[src/rtl/xcore_gnrl_fifo_dp_pkg.sv]
`default_nettype none
// ============================================================================
// Module   : xcore_gnrl_fifo_dp_pkg
// Purpose  : Shared definitions for the general FIFO family.
//            - Pointer width rule: an index plus one wrap bit.
//            - Wrapping pointer increment helper.
//            - Encoding of the per-cycle push/pop operation.
// Ports    : none (package)
// Revision : 1.0 - initial release
// ============================================================================
package xcore_gnrl_fifo_dp_pkg;

   // Number of extra bits carried above the RAM index to tell full from empty.
   localparam int unsigned PTR_WRAP_BITS = 1;

   // Widest pointer the increment helper can handle.
   localparam int unsigned PTR_MAX_W = 32;

   // Per-cycle operation, encoded as {push, pop}.
   typedef enum logic [1:0] {
      OP_IDLE = 2'b00,
      OP_POP  = 2'b01,
      OP_PUSH = 2'b10,
      OP_BOTH = 2'b11
   } fifo_op_t;

   // Pointer width for a RAM address width of aw bits.
   function automatic int unsigned ptr_width(input int unsigned aw);
      return aw + PTR_WRAP_BITS;
   endfunction

   // Increment a pointer of (aw + wrap) bits, modulo 2^(aw + wrap). The wrap
   // bit toggles naturally when the index rolls over from its maximum.
   function automatic logic [PTR_MAX_W-1:0] ptr_inc(
      input logic [PTR_MAX_W-1:0] ptr,
      input int unsigned          aw
   );
      logic [PTR_MAX_W-1:0] mask;
      mask = (PTR_MAX_W'(1) << (aw + PTR_WRAP_BITS)) - PTR_MAX_W'(1);
      return (ptr + PTR_MAX_W'(1)) & mask;
   endfunction

endpackage
`default_nettype wire

[src/rtl/Xcore_gnrl_ramdp_nr.sv]
`default_nettype none
// ============================================================================
// Module   : Xcore_gnrl_ramdp_nr
// Purpose  : General dual-port RAM without reset. One synchronous write port,
//            one combinational read port.
// Ports    : clk    - clock
//            cs     - chip select (gates writes; gates read data when
//                     FORCE_ZERO=1)
//            we     - write enable
//            waddr  - write address
//            wdat   - write data
//            raddr  - read address
//            rdat   - read data (combinational)
// Params   : DL depth, DW data width, AW address width,
//            FORCE_ZERO drive rdat to zero while cs=0 (simulation aid)
// Revision : 1.0 - initial release
// ============================================================================
module Xcore_gnrl_ramdp_nr #(
   parameter int DL         = 4,
   parameter int DW         = 32,
   parameter int AW         = 2,
   parameter bit FORCE_ZERO = 1'b0
) (
   input  logic          clk,
   input  logic          cs,
   input  logic          we,
   input  logic [AW-1:0] waddr,
   input  logic [DW-1:0] wdat,
   input  logic [AW-1:0] raddr,
   output logic [DW-1:0] rdat
);

   // Storage is intentionally never reset.
   logic [DW-1:0] mem [DL];

   always_ff @(posedge clk) begin
      if (cs && we) begin
         mem[waddr] <= wdat;
      end
   end

   generate
      if (FORCE_ZERO) begin : g_force_zero
         assign rdat = cs ? mem[raddr] : '0;
      end else begin : g_plain_read
         assign rdat = mem[raddr];
      end
   endgenerate

endmodule
`default_nettype wire

[src/rtl/xcore_gnrl_fifo_dp.sv]
`default_nettype none
// ============================================================================
// Module   : xcore_gnrl_fifo_dp
// Purpose  : Synchronous valid/ready FIFO controller around the general
//            dual-port no-reset RAM. Holds the pointers, decodes full/empty/
//            count and qualifies the handshakes.
// Ports    : clk, rst        - clock, synchronous active-high reset
//            i_vld/i_rdy/i_dat - producer side (i_rdy = ~full)
//            o_vld/o_rdy/o_dat - consumer side (o_vld = ~empty)
//            full, empty     - occupancy flags
//            count           - occupancy, 0..DP
// Params   : DW data width, DP depth (power of two, >= 2), AW = $clog2(DP),
//            FORCE_ZERO passed through to the RAM
// Revision : 1.0 - initial release
// ============================================================================
module xcore_gnrl_fifo_dp
   import xcore_gnrl_fifo_dp_pkg::*;
#(
   parameter int DW         = 32,
   parameter int DP         = 4,
   parameter int AW         = $clog2(DP),
   parameter bit FORCE_ZERO = 1'b0
) (
   input  logic          clk,
   input  logic          rst,
   input  logic          i_vld,
   output logic          i_rdy,
   input  logic [DW-1:0] i_dat,
   output logic          o_vld,
   input  logic          o_rdy,
   output logic [DW-1:0] o_dat,
   output logic          full,
   output logic          empty,
   output logic [AW:0]   count
);

   localparam int unsigned PW = ptr_width(AW);

   logic [PW-1:0] r_wptr;
   logic [PW-1:0] r_rptr;
   logic          w_push;
   logic          w_pop;
   fifo_op_t      w_op;
   logic [PW-1:0] w_wptr_nxt;
   logic [PW-1:0] w_rptr_nxt;

   // Status comes only from the registered pointers, so no output has a
   // combinational path from any input (in particular o_rdy -> i_rdy).
   assign empty = (r_wptr == r_rptr);
   assign full  = (r_wptr[AW-1:0] == r_rptr[AW-1:0]) && (r_wptr[AW] != r_rptr[AW]);
   assign count = r_wptr - r_rptr;

   assign i_rdy = ~full;
   assign o_vld = ~empty;

   // A full FIFO refuses a push even when a pop happens in the same cycle,
   // and an empty FIFO never bypasses input to output.
   assign w_push = i_vld & i_rdy;
   assign w_pop  = o_vld & o_rdy;
   assign w_op   = fifo_op_t'({w_push, w_pop});

   assign w_wptr_nxt = PW'(ptr_inc(PTR_MAX_W'(r_wptr), AW));
   assign w_rptr_nxt = PW'(ptr_inc(PTR_MAX_W'(r_rptr), AW));

   always_ff @(posedge clk) begin
      if (rst) begin
         r_wptr <= '0;
         r_rptr <= '0;
      end else begin
         unique case (w_op)
            OP_PUSH: r_wptr <= w_wptr_nxt;
            OP_POP:  r_rptr <= w_rptr_nxt;
            OP_BOTH: begin
               r_wptr <= w_wptr_nxt;
               r_rptr <= w_rptr_nxt;
            end
            default: ;
         endcase
      end
   end

   // RAM write is gated by the qualified push only, so an offer while full
   // never touches storage.
   Xcore_gnrl_ramdp_nr #(
      .DL         (DP),
      .DW         (DW),
      .AW         (AW),
      .FORCE_ZERO (FORCE_ZERO)
   ) u_ram (
      .clk   (clk),
      .cs    (1'b1),
      .we    (w_push),
      .waddr (r_wptr[AW-1:0]),
      .wdat  (i_dat),
      .raddr (r_rptr[AW-1:0]),
      .rdat  (o_dat)
   );

endmodule
`default_nettype wire

[config.mk]
export PLATFORM = sky130hd
export DESIGN_NAME = xcore_gnrl_fifo_dp
export DESIGN_NICKNAME = d
export VERILOG_FILES = /design/src/rtl/xcore_gnrl_fifo_dp_pkg.sv /design/src/rtl/Xcore_gnrl_ramdp_nr.sv /design/src/rtl/xcore_gnrl_fifo_dp.sv
export SDC_FILE = /design/constraint.sdc
export NUM_CORES = 1
export LEC_CHECK = 0
export BUFFER_PORTS_ARGS = -buffer_cell sky130_fd_sc_hd__buf_2
export CORE_MARGIN = 2
export CORE_UTILIZATION = 59
export CTS_BUF_LIST = sky130_fd_sc_hd__clkbuf_2
export DETAILED_ROUTE_END_ITERATION = 12
export PLACE_DENSITY = 0.8
export SLEW_MARGIN = 30
export SYNTH_ARGS = -nofsm -noshare
export SYNTH_HDL_FRONTEND = slang
export SYNTH_SLANG_ARGS = --single-unit
[constraint.sdc]
create_clock -name clk -period 3.17 [get_ports clk]
set_input_delay 0 -clock clk [delete_from_list [all_inputs] [get_ports clk]]
set_output_delay 0 -clock clk [all_outputs]
set_load 0.03 [all_outputs]
# == Word-level counts from Yosys, hierarchy flattened ==
# Memory sizes are Yosys's and may differ from the RTL's. A register that Yosys moved wholly into a read port is not among the register bits.
# Index checks and enable logic that the tools add are counted.
# totals
output_inout_bits,39
inputBits,36
mem_count,1
ff_bits,6
ram_bits,128
# op_classes
eq_ne,6
bitwise,4
n_addsub,3
mux,4
reduce_logical,3
# memory_table
memory,words,word_bits,read_ports,rd_ports_with_merged_regs,wr,line,rtl
u_ram.mem,4,32,1,1,1,Xcore_gnrl_ramdp_nr.sv:34,logic [DW-1:0] mem [DL];
# op_table
cell,count
adder 3 x 1 -> 3 bit (second input constant),2
== test 2 bit (second input constant),2
2-to-1 mux 2 bit,2
OR reduction 2 bit,2
== test 3 bit,1
subtractor 3 bit,1
AND 1 bit,2
== test 2 x 1 -> 1 bit (second input constant),1
== test 2 bit,1
2-to-1 mux 1 bit,2
NOT 1 bit,2
logical AND 1 bit,1
inequality test 1 bit,1

# == Longest topological paths before layout ==
# Gate-level depths: netlist of the first run.
# logic_depth
depth_word,8
mapped_depth,6

# == Hierarchy ==
# From an unflattened synthesis of the first run, not the netlist that was laid out.
# unflattened
cells_unflattened,230
area_unflattened_um2,5213.8
# by_module_without_submodules
mod,area_each_um2,cells_per_inst,instances
Xcore_gnrl_ramdp_nr,4697.0,171,1
xcore_gnrl_fifo_dp,516.7,59,1

# == Worst setup path before layout of the first run ==
# Ideal clock, no wire load.
# synth_path
path_kind,flip-flop to flip-flop
start,reg r_wptr[0]
end,mem u_ram.mem[1][0] (enable)
arrival_time_ns,2.151
n_path_buf,1
setup_time_ns,0.392
stages_incl_launch_ff,7
path_slack_ns,0.627
path_cell_list,dfxtp_1 -> inv_1 -> ha_1 -> and2_4 -> buf_6 -> nand2_2 -> and3_1
# synth_between
elab_chain_len,6
# synth_lines
element,line,rtl
"start, declared",xcore_gnrl_fifo_dp.sv:39,logic [PW-1:0] r_wptr;
"start signal, assigned",xcore_gnrl_fifo_dp.sv:71,OP_PUSH: r_wptr <= w_wptr_nxt;
"start signal, assigned",xcore_gnrl_fifo_dp.sv:74,r_wptr <= w_wptr_nxt;
== test 2 bit,xcore_gnrl_fifo_dp.sv:50,assign full = (r_wptr[AW-1:0] == r_rptr[AW-1:0]) && (r_wptr[AW] != r_rptr[AW]);
logical AND 1 bit,xcore_gnrl_fifo_dp.sv:50,
NOT 1 bit,xcore_gnrl_fifo_dp.sv:53,assign i_rdy = ~full;
via i_rdy,xcore_gnrl_fifo_dp.sv:27,"output logic i_rdy,"
AND 1 bit,xcore_gnrl_fifo_dp.sv:58,assign w_push = i_vld & i_rdy;
2-to-1 mux 1 bit,Xcore_gnrl_ramdp_nr.sv:37,if (cs && we) begin
2-to-1 mux 1 bit (not written as such),Xcore_gnrl_ramdp_nr.sv:38,mem[waddr] <= wdat;
"end, declared",Xcore_gnrl_ramdp_nr.sv:34,
# The timed path passes the listed nets, and every way through them passes these cells.

==> run summary, run 1 <==
timing-limited maximum frequency - 403 MHz
startpoint types - register
horizontal die dimension - 98.0 um
Setup TNS Final - 0 ns
minimum clock period - 2.48 ns
setup repair after global routing missed its margin - false
post-synthesis instance total - 235
reported max-cap violation count - 0
largest net degree at the start of global routing - 33
worst vdd rail ir drop - 1.07 mV
smallest setup slack after layout - 0.690 ns
hold violation total from the final report - 0
fin. max-slew vios - 0
quantity of I/O buffers inserted on ports - 74
remaining global-route overflow - 0
worst slew pin tran - 0.851 ns
run status - finished clean
antenna violations before repair - 0
starting density of the core - 60.3%
synthesis-stage register bit count - 136
worst clock skew - 0.0194 ns
row count - 34
vias after detailed routing - 2675
RePlAce Congestion - 0.822
number of remaining DRC errors - 0
period utilization - 78.2%
Max clock buf depth - 2
Synth Area in Compound Gates - 1.63%
power density over cell area - 900 nW/um^2
iteration count of the initial detailed-routing pass - 4
number of different library cells in the post-synthesis netlist - 30
instance count along the most critical hold path - 2
post-cts repair resize count - 0
TritonCTS clock tree - built
number of antenna cells inserted - 0
area share of and/or/nand/nor cells after synthesis - 3.53%
post-synth net total - 279
proportion of layout cells with a drive suffix above 1 - 38.9%
CP arrival - 2.48 ns
count of H-tree levels built during CTS - 4
sequential cell area fraction in the yosys report - 76.8%
Register-to-Register Path Depth - 5
num ports - 75
setup repair bufs after CTS - 0
main combinational cell family by area after synthesis - multiplexers
dpl hpwl - 5410 um
# fillers - 534
die boundary height - 98.0 um
Die ar. - 9600 sq um
cell leakage power - 2.19 nW
clock slew seen by the registers of the worst setup and hold paths - 0.17 ns
Iter 0 DRT Violations - 145
adder-cell share of the synthesized area - 2.06%
area delta synth->final - 20.0%
total clock sinks - 136
core area - 8640 sq um
final count of negative-setup-slack endpoints - 0
number of nets with antenna violations after routing - 0
detailed-route vias per instance - 5.62
clock latency of the later-clocked register in the worst-skew pair - 0.61 ns
worst setup path category - reg2out
count of yosys warnings during synthesis - 0
master cell of the clock root buffer - sky130_fd_sc_hd__clkbuf_2
crit end category - output port
most frequent cells in the layout - sky130_fd_sc_hd__edfxtp_1 (128), sky130_fd_sc_hd__buf_2 (74), sky130_fd_sc_hd__dlygate4sd3_1 (36)
clock buffer count from CTS - 17
overall global routing resource usage - 20.1%
hold crit path type - in2reg
portion of netlist area occupied by mux cells - 13.8%
first-pass GRT wire length - 14400 um
Worst Setup Slack post-DPL - 0.797 ns
maximum fanout count along the critical path - 24
average cell area after synthesis - 22.2 sq um
net count of the finished layout - 401
most common library cell in the layout ignoring fill and taps - sky130_fd_sc_hd__edfxtp_1
Total Wirelength - 9170 um
Worst Path Required - 3.17 ns
headroom to the max-slew limit - 43.3%
routed length per instance - 19.3 um
post-synthesis instance area - 5210 sq um
synthesized-area fraction occupied by xor and xnor cells - 0.504%
via count of the first global-routing pass - 2818
==> repair_timing <==
action | in CTS | in global routing
endpoints found under the hold margin | 148 | 0
hold buffers | 36 | 0
endpoints found under the setup margin | 0 | 0
==> area by class of cell <==
type	count	area, sq um	share of cell area, %
Multi-Input combinational cell	82	1130	18.1
Timing Repair Buffer	113	753	12.0
Clock buffer	18	90.1	1.44
Inverter	7	26.3	0.420
Tap cell	108	135	2.16
Sequential cell	136	4010	64.1
Clock inverter	12	111	1.78
==> flip-flops by register name, summed over array words and instances, names as in the netlist, named ones only <==
| signal | flops |
|---|---|
| u_ram.mem | 128 |
| r_wptr | 3 |
| r_rptr | 3 |
==> layer usage <==
layer	vias to the layer above	GRT usage, %	part of all wire [%]
met4	0	5.45	0.93
met1	1339	25.4	42
met3	9	6.44	5.8
met5	-	0	0
met2	96	34.1	52
li1	1231	-	-
==> synth_stat cells <==
| cell type | number | area, sq um |
|---|---|---|
| sky130_fd_sc_hd__a21oi_1 | 1 | 5.00 |
| sky130_fd_sc_hd__a31oi_1 | 2 | 12.5 |
| sky130_fd_sc_hd__and2_4 | 1 | 8.76 |
| sky130_fd_sc_hd__and3_1 | 4 | 25.0 |
| sky130_fd_sc_hd__buf_1 | 4 | 15.0 |
| sky130_fd_sc_hd__buf_2 | 1 | 5.00 |
| sky130_fd_sc_hd__buf_4 | 3 | 22.5 |
| sky130_fd_sc_hd__buf_6 | 1 | 11.3 |
| sky130_fd_sc_hd__clkbuf_1 | 1 | 3.75 |
| sky130_fd_sc_hd__dfxtp_1 | 8 | 160 |
| sky130_fd_sc_hd__edfxtp_1 | 128 | 3840 |
| sky130_fd_sc_hd__fa_1 | 1 | 20.0 |
| sky130_fd_sc_hd__ha_1 | 7 | 87.6 |
| sky130_fd_sc_hd__inv_1 | 7 | 26.3 |
| sky130_fd_sc_hd__mux4_2 | 32 | 721 |
| sky130_fd_sc_hd__nand2_1 | 6 | 22.5 |
| sky130_fd_sc_hd__nand2_2 | 1 | 6.26 |
| sky130_fd_sc_hd__nand2b_1 | 1 | 6.26 |
| sky130_fd_sc_hd__nand3_1 | 3 | 15.0 |
| sky130_fd_sc_hd__nand4_1 | 1 | 6.26 |
| sky130_fd_sc_hd__nand4b_1 | 4 | 35.0 |
| sky130_fd_sc_hd__nor3_1 | 1 | 5.00 |
| sky130_fd_sc_hd__nor3b_1 | 2 | 15.0 |
| sky130_fd_sc_hd__o2111a_1 | 1 | 11.3 |
| sky130_fd_sc_hd__o311ai_1 | 3 | 26.3 |
| sky130_fd_sc_hd__o32a_1 | 3 | 30.0 |
| sky130_fd_sc_hd__or3_1 | 4 | 25.0 |
| sky130_fd_sc_hd__or4b_4 | 1 | 13.8 |
| sky130_fd_sc_hd__xnor2_1 | 2 | 17.5 |
| sky130_fd_sc_hd__xor2_1 | 1 | 8.76 |
==> power breakdown <==
group	leakage (nW)	internal, mW	switching [mW]	total [mW]
Sequential	1.24	2.30	0.193	2.50
Clock	0.119	0.338	0.550	0.888
Combinational	0.834	0.832	1.41	2.24
==> critical path, cell delays in order (launching register included) <==
cell	delay (ns)
sky130_fd_sc_hd__dfxtp_2	0.57
sky130_fd_sc_hd__buf_4	0.50
sky130_fd_sc_hd__mux4_2	0.59
sky130_fd_sc_hd__buf_2	0.20
==> path summary, 6_finish.rpt <==
kind                                        startpoint                         end  slack (ns)
worst max-delay path                          register                   o_dat[21]        0.69
worst min-delay path                          i_dat[1]   u_ram.mem[3][1]$_DFFE_PP_        0.13
worst max register to register  r_wptr[0]$_SDFFE_PP0P_  u_ram.mem[0][24]$_DFFE_PP_        0.76
worst min register to register  r_rptr[2]$_SDFFE_PP0N_      r_rptr[2]$_SDFFE_PP0N_        0.58
==> per-stage QoR <==
stage / cells / area [sq um] / power, mW / util, % / hold WS, ns
2_1_floorplan: 235 / 5210 / 4.19 / - / 0.0989
3_3_place_gp: 410 / 5690 / 4.70 / 65.9 / 0.213
3_5_place_dp: 410 / 5690 / 4.75 / 65.9 / 0.219
4_1_cts: 476 / 6250 / 5.67 / 72.4 / 0.0598
5_1_grt: 476 / 6250 / 5.89 / 72.4 / 0.0274
6_report: 476 / 6250 / 5.62 / 72.4 / 0.126
==> cells by family (layout without fill, tap and decap cells) <==
kind of cell,Yosys count,in the layout
buffers and inverters,17,150
DFF,136,136
AOI/OAI and AO/OA,10,10
and+or+nand+nor,29,29
muxes,32,32
xor gates and xnor gates,3,3
adders and majority gates,8,8
No activity file was read; power rests on OpenSTA's default activity.
==> run 2: changes to the inputs <==
CORE_UTILIZATION = 53   (was 59)
PLACE_DENSITY = 0.76   (was 0.8)
clock period = 2.05 ns   (was 3.17 ns; I/O delays follow)
==> run 2 against run 1 <==
Net effect: non-clock buffer count increased by 16; die area grew 11%; first-iteration DRC count decreased by 35%; critical endpoint is now o_dat[30].
==> run summary, run 2 (synthesis gave the netlist of run 1 again) <==
run status - finished clean (unchanged)
Register-to-Register Path Depth - 6 (was 5)
reported max-cap violation count - 0 (unchanged)
timing-limited maximum frequency - 507 MHz
cell leakage power - 2.38 nW (was 2.19 nW)
Max clock buf depth - 2 (unchanged)
clock slew seen by the registers of the worst setup and hold paths - 0.18 ns (was 0.17 ns)
overall global routing resource usage - 18.9% (was 20.1%)
headroom to the max-slew limit - 71.8% (was 43.3%)
antenna violations before repair - 0 (unchanged)
period utilization - 96.2%
iteration count of the initial detailed-routing pass - 4 (unchanged)
post-layout total power - 9.92 mW (was 5.62 mW)
startpoint types - register (unchanged)
vias after detailed routing - 2790 (was 2675)
instance count along the most critical hold path - 2 (unchanged)
crit end category - output port (unchanged)
worst slew pin tran - 0.422 ns (was 0.851 ns)
cell with the biggest individual delay on the critical path - sky130_fd_sc_hd__mux4_2 (unchanged)
num ports - 75 (unchanged)
clock latency of the later-clocked register in the worst-skew pair - 0.65 ns (was 0.61 ns)
starting density of the core - 54.1% (was 60.3%)
Buf/Inv on CP - 2 (unchanged)
power density over cell area - 1470 nW/um^2 (was 900 nW/um^2)
first-pass GRT wire length - 14300 um (was 14400 um)
final core utilization - 70.1% (was 72.4%)
number of nets with antenna violations after routing - 0 (unchanged)
gate family responsible for the most delay along the worst path - multiplexers (was buffers and inverters)
HP Start - i_dat[5] (was i_dat[1])
RePlAce Congestion - 0.756 (was 0.822)
Worst path max stage delay - 0.53 ns (was 0.59 ns)
registers with the most flip-flops - u_ram.mem x128, r_rptr x3, r_wptr x3 (unchanged)
net count of the finished layout - 417 (was 401)
post-layout instance area - 6760 sq um (was 6250 sq um)
fin. max-slew vios - 0 (unchanged)
routed length per instance - 18.4 um (was 19.3 um)
hold crit path type - in2reg (unchanged)
CP cell instances - buf_12 -> mux4_2 -> buf_2 (was buf_4 -> mux4_2 -> buf_2)
total clock sinks - 136 (unchanged)
core area - 9640 sq um (was 8640 sq um)
endpoint of the worst hold-timing path - u_ram.mem[2][5]$_DFFE_PP_ (was u_ram.mem[3][1]$_DFFE_PP_)
worst clock skew - 0.0148 ns (was 0.0194 ns)
count of H-tree levels built during CTS - 4 (unchanged)
CP arrival - 1.97 ns (was 2.48 ns)
detailed-route vias per instance - 5.38 (was 5.62)
dpl hpwl - 5810 um (was 5410 um)
proportion of layout cells with a drive suffix above 1 - 45.6% (was 38.9%)
register-to-register path setup slack - 0.32 ns (was 0.76 ns)
row count - 36 (was 34)
master cell of the clock root buffer - sky130_fd_sc_hd__clkbuf_2 (unchanged)
most frequent cells in the layout - sky130_fd_sc_hd__edfxtp_1 (128), sky130_fd_sc_hd__buf_2 (62), sky130_fd_sc_hd__dlygate4sd3_1 (35) (was sky130_fd_sc_hd__edfxtp_1 (128), sky130_fd_sc_hd__buf_2 (74), sky130_fd_sc_hd__dlygate4sd3_1 (36))
most common library cell in the layout ignoring fill and taps - sky130_fd_sc_hd__edfxtp_1 (unchanged)
via count of the first global-routing pass - 2847 (was 2818)
hold violation total from the final report - 0 (unchanged)
Critical R2R Capture - u_ram.mem[1][28]$_DFFE_PP_ (was u_ram.mem[0][24]$_DFFE_PP_)
worst setup path category - reg2out (unchanged)
number of remaining DRC errors - 0 (unchanged)
setup repair after global routing missed its margin - true (was false)
area delta synth->final - 29.7% (was 20.0%)
die boundary height - 103 um (was 98.0 um)
number of flip-flops under the largest register name - 128 (unchanged)
minimum clock period - 1.97 ns
clock buffer count from CTS - 17 (unchanged)
number of antenna cells inserted - 0 (unchanged)
remaining global-route overflow - 0 (unchanged)
worst vdd rail ir drop - 0.808 mV (was 1.07 mV)
TritonCTS clock tree - built (unchanged)
horizontal die dimension - 103 um (was 98.0 um)
placed inst area - 5900 sq um (was 5690 sq um)
largest net degree at the start of global routing - 20 (was 33)
register with the most flip-flops - u_ram.mem (unchanged)
Die ar. - 10600 sq um (was 9600 sq um)
final count of negative-setup-slack endpoints - 0 (unchanged)
quantity of I/O buffers inserted on ports - 74 (unchanged)
Reg2Reg Launch Point - r_rptr[1]$_SDFFE_PP0N_ (was r_wptr[0]$_SDFFE_PP0P_)
maximum fanout count along the critical path - 13 (was 24)
Iter 0 DRT Violations - 94 (was 145)
Worst Path Required - 2.05 ns (was 3.17 ns)
Total Wirelength - 9570 um (was 9170 um)
[run 2: worst max path at each step]
stage,start,end,cells past startpoint
global placement,r_rptr[1]$_SDFFE_PP0N_,u_ram.mem[1][24]$_DFFE_PP_,6
detailed placement,r_rptr[1]$_SDFFE_PP0N_,u_ram.mem[1][24]$_DFFE_PP_,6
finish,register,o_dat[30],3
global route,register,o_dat[30],3
CTS,r_wptr[0]$_SDFFE_PP0P_,count[2],5
floorplan,r_wptr[0]$_SDFFE_PP0P_,u_ram.mem[1][0]$_DFFE_PP_,6
[run 2: worst register-to-register path, delay by kind of cell, from the launching register on]
family	cells	cell delay (ns)
fa+ha+maj	1	0.23
flops	1	0.39
simple gates	3	0.53
buf+inv	2	0.30
[run 2: through the flow]
stage / instances / setup slack [ns] / setup TNS (ns) / hold slack (ns)
6_report: 519 / 0.0783 / 0 / 0.0945
5_1_grt: 519 / -0.0471 / -0.529 / 0.0248
4_1_cts: 516 / -0.0165 / -0.0354 / 0.0236
3_5_place_dp: 446 / 0.127 / 0 / 0.220
3_3_place_gp: 446 / 0.189 / 0 / 0.212
2_1_floorplan: 235 / -0.163 / -20.88 / 0.0989
[run 2: cell type report]
type,count,area (sq um)
Timing Repair Buffer,129,1080
Sequential cell,136,4020
Clock buffer,19,95.1
Tap cell,133,166
Fill cell,632,2880
Clock inverter,13,203
Inverter,7,26.3
Multi-Input combinational cell,82,1160
[run 2: per-layer routing]
layer  routed length [um]  track usage [%]  vias up
li1                     -                -     1263
met1                 3790             22.3     1412
met2                 5140             32.2       98
met3                  445             5.42       17
met4                  190             8.81        0
met5                    0                0        -
[run 2: repair_timing]
action                                  4_1_cts  5_1_grt
hold endpoints to repair                    155        0
hold buffers                                 35        0
cloned                                        0        1
buffers inserted                              3        2
pin swaps                                     2        1
gates resized for setup                      30       16
endpoints found under the setup margin       38       38
[run 2: where the power goes]
part | switching [mW] | internal, mW
combinational | 2.41 | 1.88
clock | 0.909 | 0.924
sequential | 0.220 | 3.58
total | 3.54 | 6.38
==> run 3: changes to the inputs <==
REMOVE_ABC_BUFFERS = 1   (was default)
==> run 3 against run 2 <==
Net effect: non-clock buffer count up 9; die area stayed put; largest power group unchanged; global-route usage grew 0.89 points; worst setup slack worse by 0.070 ns; clock power is 10% lower.
==> run summary, run 3 (synthesis gave the netlist of run 1 again) <==
run status - finished clean (unchanged)
post-layout total power - 10.4 mW (was 9.92 mW)
TritonCTS clock tree - built (unchanged)
clock latency of the later-clocked register in the worst-skew pair - 0.65 ns (about the same)
row count - 36 (unchanged)
crit end category - output port (unchanged)
CP cell instances - buf_12 -> buf_12 -> mux4_2 -> buf_6 (was buf_12 -> mux4_2 -> buf_2)
most common library cell in the layout ignoring fill and taps - sky130_fd_sc_hd__edfxtp_1 (unchanged)
area delta synth->final - 33.2% (was 29.7%)
overall global routing resource usage - 19.8% (was 18.9%)
Worst Path Required - 2.05 ns (about the same)
hold crit path type - in2reg (unchanged)
remaining global-route overflow - 0 (unchanged)
Iter 0 DRT Violations - 156 (was 94)
clock buffer count from CTS - 17 (unchanged)
count of H-tree levels built during CTS - 4 (unchanged)
headroom to the max-slew limit - 71.2% (was 71.8%)
number of antenna cells inserted - 0 (unchanged)
quantity of I/O buffers inserted on ports - 74 (unchanged)
timing-limited maximum frequency - 490 MHz (was 507 MHz)
fin. max-slew vios - 0 (unchanged)
cell with the biggest individual delay on the critical path - sky130_fd_sc_hd__mux4_2 (unchanged)
Total Wirelength - 9990 um (was 9570 um)
number of remaining DRC errors - 0 (unchanged)
routed length per instance - 18.9 um (was 18.4 um)
number of flip-flops under the largest register name - 128 (unchanged)
starting density of the core - 54.1% (unchanged)
register with the most flip-flops - u_ram.mem (unchanged)
core area - 9640 sq um (unchanged)
RePlAce Congestion - 0.819 (was 0.756)
num ports - 75 (unchanged)
final core utilization - 72.0% (was 70.1%)
iteration count of the initial detailed-routing pass - 5 (was 4)
worst clock skew - 0.0196 ns (was 0.0148 ns)
hold violation total from the final report - 0 (unchanged)
die boundary height - 103 um (unchanged)
worst vdd rail ir drop - 1.34 mV (was 0.808 mV)
WHS - 0.0977 ns (was 0.0945 ns)
largest net degree at the start of global routing - 28 (was 20)
worst slew pin tran - 0.431 ns (was 0.422 ns)
gate family responsible for the most delay along the worst path - multiplexers (unchanged)
registers with the most flip-flops - u_ram.mem x128, r_rptr x3, r_wptr x3 (unchanged)
minimum clock period - 2.04 ns (was 1.97 ns)
power density over cell area - 1500 nW/um^2 (was 1470 nW/um^2)
dpl hpwl - 6110 um (was 5810 um)
net count of the finished layout - 426 (was 417)
Worst path max stage delay - 0.55 ns (was 0.53 ns)
most repeated library cell on the critical path - sky130_fd_sc_hd__buf_12
placed inst area - 5900 sq um (about the same)
setup repair after global routing missed its margin - true (unchanged)
post-layout instance area - 6940 sq um (was 6760 sq um)
via count of the first global-routing pass - 2860 (was 2847)
first-pass GRT wire length - 14900 um (was 14300 um)
number of nets with antenna violations after routing - 0 (unchanged)
Buf/Inv on CP - 3 (was 2)
clock slew seen by the registers of the worst setup and hold paths - 0.18 ns (about the same)
instance count along the most critical hold path - 2 (unchanged)
Max clock buf depth - 2 (unchanged)
Setup TNS Final - 0 ns (unchanged)
period utilization - 99.6% (was 96.2%)
final count of negative-setup-slack endpoints - 0 (unchanged)
cell leakage power - 2.48 nW (was 2.38 nW)
vias after detailed routing - 2831 (was 2790)
CP arrival - 2.04 ns (was 1.97 ns)
horizontal die dimension - 103 um (unchanged)
total clock sinks - 136 (unchanged)
antenna violations before repair - 0 (unchanged)
worst setup path category - reg2out (unchanged)
maximum fanout count along the critical path - 5 (was 13)
Die ar. - 10600 sq um (unchanged)
master cell of the clock root buffer - sky130_fd_sc_hd__clkbuf_2 (unchanged)
proportion of layout cells with a drive suffix above 1 - 45.8% (was 45.6%)
reported max-cap violation count - 0 (unchanged)
Register-to-Register Path Depth - 6 (unchanged)
most frequent cells in the layout - sky130_fd_sc_hd__edfxtp_1 (128), sky130_fd_sc_hd__buf_2 (38), sky130_fd_sc_hd__buf_6 (37) (was sky130_fd_sc_hd__edfxtp_1 (128), sky130_fd_sc_hd__buf_2 (62), sky130_fd_sc_hd__dlygate4sd3_1 (35))
startpoint types - register (unchanged)
critical path depth - 4 (was 3)
detailed-route vias per instance - 5.36 (was 5.38)
## run 3: cell count changes in the layout (fill, tap and decap cells not counted), sizes merged
cell	delta
clkinvlp	-3
dlygate4sd3	+1
buf	+8
clkinv	+3
clkbuf	+1
bufinv	-1
## run 3: final timing paths
path	start	to	slack, ns
worst min register to register	r_rptr[2]$_SDFFE_PP0N_	r_rptr[2]$_SDFFE_PP0N_	0.59
worst max-delay path	register	o_dat[22]	0.008
worst max register to register	r_rptr[1]$_SDFFE_PP0N_	register	0.14
worst min-delay path	i_dat[31]	u_ram.mem[1][31]$_DFFE_PP_	0.1
## run 3: cell type report
cell class	count	area (sq um)
sequential	136	4020
fill	604	2700
timing repair buffer	138	1300
multi-input combinational	82	1170
tap	133	166
clock inverter	12	156
clock buffer	20	100
inverter	7	28.8
## run 3: report_power, final
part | internal, mW | leakage (nW) | switching (mW)
logic | 2.39 | 1.08 | 2.60
clock network | 0.793 | 0.155 | 0.852
registers | 3.57 | 1.24 | 0.184
total | 6.76 | 2.48 | 3.63
## run 3: routing by layer
| metal | wire [um] | GRT usage [%] |
|---|---|---|
| met1 | 4080 | 25.4 |
| met2 | 5200 | 32.4 |
| met3 | 591 | 5.97 |
| met4 | 117 | 7.29 |
| met5 | 0 | 0 |
## run 3: worst register-to-register path: cells and delay by family (launching register included)
kind	cells	cell delay, ns
flip-flops	1	0.36
AND/OR/NAND/NOR	1	0.16
adder cells (fa/ha/maj)	1	0.23
buffers and inverters	2	0.71
AO/OA/AOI/OAI	2	0.41
## run 3: stage by stage
| step | worst slack (ns) | instances |
|---|---|---|
| after detailed placement | 0.109 | 447 |
| after global placement | 0.175 | 447 |
| after floorplan | -0.405 | 225 |
| final | 0.00845 | 528 |
| after global routing | -0.106 | 528 |
| after CTS | -0.0590 | 524 |
## run 3: what timing repair did
action | in CTS | in global routing
setup endpoints to repair | 37 | 37
hold buffers | 36 | 0
buffers inserted | 7 | 5
resized for setup | 82 | 11
hold endpoints to repair | 156 | 0
cloned | 2 | 0
pin swaps | 1 | 1
